[src/rtl/cmp_minmax_tracker.sv]
`default_nettype none
// +----------------------------------------------------------------------------+
// | cmp_minmax_tracker: drives an external 8-bit comparator to track frame     |
// | max/min and sample count.                                                  |
// | Revision: 1.0                                                              |
// +----------------------------------------------------------------------------+
module cmp_minmax_tracker #(
  parameter int CNT_W = 8
) (
  input  logic             iClk,
  input  logic             iRst_n,
  input  logic [7:0]       iData,
  input  logic             iValid,
  input  logic             iLast,
  output logic             oReady,
  output logic [7:0]       oCmp_a,
  output logic [7:0]       oCmp_b,
  input  logic [2:0]       iCmp,
  output logic [7:0]       oMax,
  output logic [7:0]       oMin,
  output logic [CNT_W-1:0] oCount,
  output logic             oDone,
  output logic             oErr
);

  typedef enum logic [1:0] {
    S_IDLE    = 2'd0,
    S_CMP_MAX = 2'd1,
    S_CMP_MIN = 2'd2,
    S_DONE    = 2'd3
  } state_t;

  localparam logic [CNT_W-1:0] C_CNT_MAX = '1;

  state_t           r_state;
  state_t           w_next;
  logic             w_ready;
  logic             w_done;
  logic             w_accept;
  logic             w_cmp_onehot;
  logic [7:0]       r_cand;
  logic             r_last;
  logic             r_first;
  logic [7:0]       r_max;
  logic [7:0]       r_min;
  logic [CNT_W-1:0] r_count;
  logic [7:0]       r_cmp_a;
  logic [7:0]       r_cmp_b;
  logic             r_err;

  assign w_accept     = iValid && w_ready;
  assign w_cmp_onehot = (iCmp == 3'b001) || (iCmp == 3'b010) || (iCmp == 3'b100);

  always_comb begin
    w_next  = r_state;
    w_ready = 1'b0;
    w_done  = 1'b0;
    case (r_state)
      S_IDLE: begin
        w_ready = 1'b1;
        if (iValid) begin
          // The first sample of a frame seeds max/min without a comparison.
          if (r_first) w_next = iLast ? S_DONE : S_IDLE;
          else         w_next = S_CMP_MAX;
        end
      end
      S_CMP_MAX: w_next = S_CMP_MIN;
      S_CMP_MIN: w_next = r_last ? S_DONE : S_IDLE;
      S_DONE: begin
        w_done = 1'b1;
        w_next = S_IDLE;
      end
      default: w_next = S_IDLE;
    endcase
  end

  always_ff @(posedge iClk) begin
    if (!iRst_n) begin
      r_state <= S_IDLE;
      r_cand  <= 8'h00;
      r_last  <= 1'b0;
      r_first <= 1'b1;
      r_max   <= 8'h00;
      r_min   <= 8'hFF;
      r_count <= '0;
      r_cmp_a <= 8'h00;
      r_cmp_b <= 8'h00;
      r_err   <= 1'b0;
    end else begin
      r_state <= w_next;
      case (r_state)
        S_IDLE: begin
          if (w_accept) begin
            r_cand <= iData;
            r_last <= iLast;
            if (r_first) begin
              r_max   <= iData;
              r_min   <= iData;
              r_first <= 1'b0;
              r_count <= CNT_W'(1);
            end else begin
              // Operands are loaded a cycle early so iCmp settles before use.
              r_cmp_a <= iData;
              r_cmp_b <= r_max;
              if (r_count != C_CNT_MAX) r_count <= r_count + CNT_W'(1);
            end
          end
        end
        S_CMP_MAX: begin
          if (iCmp[2])       r_max   <= r_cand;
          if (!w_cmp_onehot) r_err   <= 1'b1;
          r_cmp_a <= r_cand;
          r_cmp_b <= r_min;
        end
        S_CMP_MIN: begin
          if (iCmp[0])       r_min <= r_cand;
          if (!w_cmp_onehot) r_err <= 1'b1;
        end
        S_DONE: r_first <= 1'b1;
        default: ;
      endcase
    end
  end

  assign oReady = w_ready;
  assign oDone  = w_done;
  assign oCmp_a = r_cmp_a;
  assign oCmp_b = r_cmp_b;
  assign oMax   = r_max;
  assign oMin   = r_min;
  assign oCount = r_count;
  assign oErr   = r_err;

endmodule
`default_nettype wire
[config.mk]
export PLATFORM = sky130hd
export DESIGN_NAME = cmp_minmax_tracker
export DESIGN_NICKNAME = d
export VERILOG_FILES = /design/src/rtl/cmp_minmax_tracker.sv
export SDC_FILE = /design/constraint.sdc
export NUM_CORES = 1
export LEC_CHECK = 0
export CAP_MARGIN = 10
export CORE_ASPECT_RATIO = 1.5
export CORE_MARGIN = 5
export CORE_UTILIZATION = 45
export CTS_CLUSTER_DIAMETER = 30
export DETAILED_ROUTE_END_ITERATION = 10
export MAX_ROUTING_LAYER = met4
export PLACE_DENSITY = 0.73
export SLEW_MARGIN = 20
export SYNTH_ARGS = -nofsm -noshare
export SYNTH_HDL_FRONTEND = slang
export SYNTH_SLANG_ARGS = --single-unit
export TNS_END_PERCENT = 1
[constraint.sdc]
create_clock -name iClk -period 2.1 [get_ports iClk]
set_input_delay 0.42 -clock iClk [delete_from_list [all_inputs] [get_ports iClk]]
set_output_delay 0.42 -clock iClk [all_outputs]
set_load 0.02 [all_outputs]
# Word-level counts from Yosys, hierarchy flattened
# Index checks and enable logic that the tools add are counted.
[word_totals]
register_bits = 53
inputBits = 15
out_inout_bits = 43
word_cells = 64
[op_classes]
n_addsub = 1
n_eq_ne = 13
mux = 23
bitwise = 1
reduce_logical = 16
[op_table]
columns = ["op", "n"]
rows = [
  ["$mux W8", 10],
  ["$pmux W8 S2", 4],
  ["$ne A2 B2 Y1 const B", 6],
  ["$add A8 B1 Y8 const B", 1],
  ["$mux W2", 4],
  ["$ne A8 B8 Y1 const B", 1],
  ["$pmux W2 S4", 1],
  ["$reduce_and A4 Y1", 2],
  ["$reduce_bool A2 Y1", 4],
  ["$reduce_and A2 Y1", 3],
  ["$reduce_and A3 Y1", 2],
  ["$eq A2 B2 Y1 const B", 2],
  ["$eq A3 B1 Y1 const B", 1],
  ["$eq A3 B2 Y1 const B", 1],
  ["$eq A3 B3 Y1 const B", 1],
  ["$mux W1", 3],
  ["$eq A2 B1 Y1 const B", 1],
  ["$logic_not A2 Y1", 1],
  ["$logic_or A1 B1 Y1", 2],
  ["$pmux W1 S2", 1],
  ["$reduce_or A2 Y1", 1],
  ["$logic_and A1 B1 Y1", 1],
  ["$not A1 Y1", 1],
]

# Logic depth before layout (Yosys ltp)
[logic_depth]
word_depth = 5
ltp_mapped = 9

# Worst setup path after synthesis
# Ideal clock, no wire load.
[synth_path]
kind = "register to register"
startpoint = "register r_state[0]"
endpoint = "register r_min[0], in the netlist oMin[0]"
setup_ps = 141
arrival_time_ps = 1678
t_required_ps = 1959
setup_slack_ps = 281
path_stages_with_launch = 8
synth_period_minus_slack_ps = 1819
path_cell_list = "dfxtp_1 inv_1 ha_1 buf_2 a21boi_1 or2_1 buf_2 o211ai_1"
[synth_between]
elab_chain_len = 5
elab_cells_between_ends = 10
cone_classes = "4 x eq/ne; 2 x mux; 4 x reduce/logical"
[synth_rtl]
columns = ["element", "line", "text"]
rows = [
  ["start, declared", "35", "state_t r_state;"],
  ["start signal, assigned", "90", "r_state <= w_next;"],
  ["$logic_not A2 Y1", "58", "case (r_state)"],
  ["$mux W1", "58", ""],
  ["via oReady", "15", "output logic oReady,"],
  ["$logic_and A1 B1 Y1", "51", "assign w_accept = iValid && w_ready;"],
  ["$ne A2 B2 Y1 (no source line)", "n/a", ""],
  ["$reduce_and A4 Y1 (no source line)", "n/a", ""],
  ["end signal, assigned", "98", "r_min <= iData;"],
  ["end signal, assigned", "116", "if (iCmp[0]) r_min <= r_cand;"],
  ["end, declared", "45", "logic [7:0] r_min;"],
]
# The timed path passes the listed nets, and every way through them passes these cells.
# A chain may end at the register's enable or synchronous reset.

# Worst setup path in the final report
[layout_path]
startpoint = "register r_state[0]"
endpoint = "output oReady"
[layout_between]
elab_chain_len = 2
[layout_rtl]
columns = ["element", "line"]
rows = [
  ["$logic_not A2 Y1", "58"],
  ["$mux W1", "58"],
  ["end, declared", "15"],
]
# Every way passes these cells.

==> results_dict.tcl <==
set metrics [dict create \
    status "finished, final reports clean" \
    synth-edff-count 0 \
    multi_input_area_sq_um 1360 \
    diodes 0 \
    seqPwrFrac 0.324 \
    fin_util 0.602 \
    gr-total-overflow 0 \
    crit_fanout 4 \
    ant_nets 0 \
    synth_area_sq_um 2570 \
    cap_violations 0 \
    tightest_slew_ns 0.402 \
    syn-num-nets 297 \
    worstSkewPairLatency_ns 0.30 \
    clkTransAtPathRegs_ns 0.09 \
    crit_type "reg2out" \
    powerDensity_nw_per_um2 1430 \
    stdcell_area_sq_um 3330 \
    slew_headroom 0.724 \
    ios 58 \
    whs_ns 0.475 \
    combPwrFrac 0.554 \
    grt_use_total 0.207 \
    rsz0062_at_grt "no" \
    worst_slack_ns 0.105 \
    core-area_sq_um 5530 \
    n_fill_cell 528 \
    setup-violations-final 0 \
    post-place-ws_ns 0.220 \
    ir_drop_uv 741 \
    r2r_slack_ns 0.24 \
    p_leak_nw 1.19 \
    ys_seq_elements 53 \
    finalCritPeriodShare 0.950 \
    critPathLaunchType "flop" \
    synth_flop_cell "dfxtp_1" \
    final-hold-violation-count 0 \
    drive_gt1_frac 0.117 \
    nNetsFinal 355 \
    dr.pass1.iters 4 \
    initial_utilization 0.465 \
    r2r_start "r_state[0]$_SDFFE_PN0P_" \
    endpoint_kind "primary output" \
    chipHeight_um 103 \
    ys_types 43 \
    met2_usage 0.371 \
    cts_tree "done" \
    met3_usage 0.0263 \
    finalWeightedCongestion 0.838 \
    cts_buffers 5 \
    tns_ns 0 \
    yosys_warnings 0 \
    regToRegEndpoint "oMax[7]$_SDFFE_PN0P_" \
    hold_end "r_cand[5]$_SDFFE_PN0P_" \
    async_flop_share 0 \
    p_sw_frac 0.418 \
    hold_class "reg2reg" \
    crit_start "r_state[0]$_SDFFE_PN0P_" \
    totalPowerFinal_mw 4.78 \
    dpl_cell_area_sq_um 3240 \
    row_count 33 \
    dp.final_hpwl_um 5080 \
    wl_per_cell_um 17.0 \
    fp.dieW_um 71.7 \
    stdcell_count 404 \
    vias_per_cell 5.67 \
    busiest_layer "met2" \
    yosysSeqAreaShare 0.412 \
    syn_to_final_growth_pct 29.5 \
    holdCritStartpoint "r_cand[5]$_SDFFE_PN0P_" \
    postCtsSetupBuffers 0 \
    first_iter_violations 111 \
    syn_inst 276 \
    switching_power_mw 2.00 \
    root_buffer "clkbuf_8" \
    p_int_mw 2.78 \
    vias 2291 \
    drc 0 \
    post-place-cells 397 \
    clockBufferDepth 2 \
    grt_pass1_wl_um 11700 \
    portBuffers 57 \
    grt_pass1_vias 2313 \
    postSynthAreaPerCell_sq_um 9.32 \
    holdPathStages 2 \
    clockPowerShare 0.122 \
    cts.sinks 53 \
    min_period_ns 1.99 \
    arrival_ns 1.57 \
    met1_usage 0.240 \
    postRouteWirelength_um 6850 \
    grt_max_degree 27 \
    dieArea_sq_um 7360 \
    antenna_found_initial 0 \
    worstRegToRegCells 6 \
    regArea_sq_um 1060 \
    postCtsHoldBufs 0 \
    finalClockSkew_ns 0.00550 \
    fmax_mhz 501 \
    cts_resized 0 \
    required_ns 1.68 \
    h-tree-depth 2 \
    slew_viol_final 0 \
]
[state kept, by name, indices dropped and copies added (netlist names)]
| register | cells |
|---|---|
| oCmp_a | 8 |
| oCmp_b | 8 |
| oCount | 8 |
| oMax | 8 |
| oMin | 8 |
| r_cand | 8 |
| r_state | 2 |
| oErr | 1 |
| r_first | 1 |
| r_last | 1 |
[power by group through the flow]
stage                     Combinational, mW  Clock (mW)  Sequential (mW)
after floorplan                        1.46           0             1.77
after global placement                 2.60           0             1.56
after detailed placement               2.65           0             1.57
after CTS                              2.66       0.602             1.55
after global routing                   2.90       0.633             1.59
final                                  2.64       0.585             1.55
[cells by family (layout without fill, tap and decap cells)]
| logic type | count (synthesis) | in the layout | synth area share |
|---|---|---|---|
| buffers and inverters | 29 | 87 | 0.0603 |
| flip-flops | 53 | 53 | 0.412 |
| XOR/XNOR | 1 | 1 | 0.00341 |
| AO/OA/AOI/OAI | 84 | 84 | 0.237 |
| adder cells (fa/ha/maj) | 6 | 6 | 0.0292 |
| multiplexers | 29 | 29 | 0.115 |
| AND/OR/NAND/NOR | 74 | 74 | 0.143 |
[worst max-delay path: stages (launching register included)]
cell             delay, ns
dfxtp_1               0.35
inv_1                 0.11
ha_1                  0.20
clkdlybuf4s50_1       0.61
[placed cells by master (no fill, tap or decap), drive strengths merged, types with 2 or more instances in the layout]
master         instances
o21a                   2
and2                   3
a211oi                28
nand2                 29
ha                     6
mux2                   2
a21oi                 22
clkdlybuf4s50         57
dfxtp                 53
nor2b                  2
inv                    4
o221a                  2
and3b                  3
o22ai                  2
nor3                  17
o211ai                 8
or2                    2
clkbuf                 6
nand3                  7
mux2i                 27
nand4                  4
o21ai                 12
nor2                   3
buf                   18
[Yosys cell counts, types with 4 or more instances]
cell / instances / share of area
a211oi_2: 10 / 0.049
inv_1: 4 / 0.0058
buf_6: 5 / 0.022
o21ai_0: 11 / 0.021
a211oi_1: 18 / 0.053
dfxtp_1: 53 / 0.41
nand2_1: 29 / 0.042
ha_1: 6 / 0.029
nor3_1: 17 / 0.033
nand4_1: 4 / 0.0097
nand3_1: 7 / 0.014
mux2i_1: 27 / 0.11
clkbuf_1: 11 / 0.016
buf_2: 7 / 0.014
o211ai_1: 8 / 0.023
a21oi_1: 22 / 0.043
[how the worst max path moves through the flow]
stage / to / slack [ns] / cells past startpoint
after CTS: oReady / 0.09 / 3
final: oReady / 0.11 / 3
after global routing: oReady / 0.03 / 3
after detailed placement: oCmp_b[5]$_SDFFE_PN0P_ / 0.22 / 5
after global placement: oCmp_b[4]$_SDFFE_PN0P_ / 0.23 / 5
after floorplan: oMin[0]$_SDFFE_PN1P_ / 0.28 / 7
[layout make-up]
| type | count | share of cell area |
|---|---|---|
| multi-input combinational | 194 | 0.407 |
| clock buffer | 6 | 0.0248 |
| sequential | 53 | 0.318 |
| tap | 70 | 0.0263 |
| clock inverter | 1 | 0.00225 |
| inverter | 5 | 0.00563 |
| timing repair buffer | 75 | 0.216 |
[metal layers]
metal  wire, um  share of wire  vias to the layer above
met5          0              0                        -
met4        133          0.019                        0
met3        291          0.042                       12
met2       3670           0.54                       66
met1       2760           0.40                     1085
li1           -              -                     1128
Power figures use the tool's default switching activity.
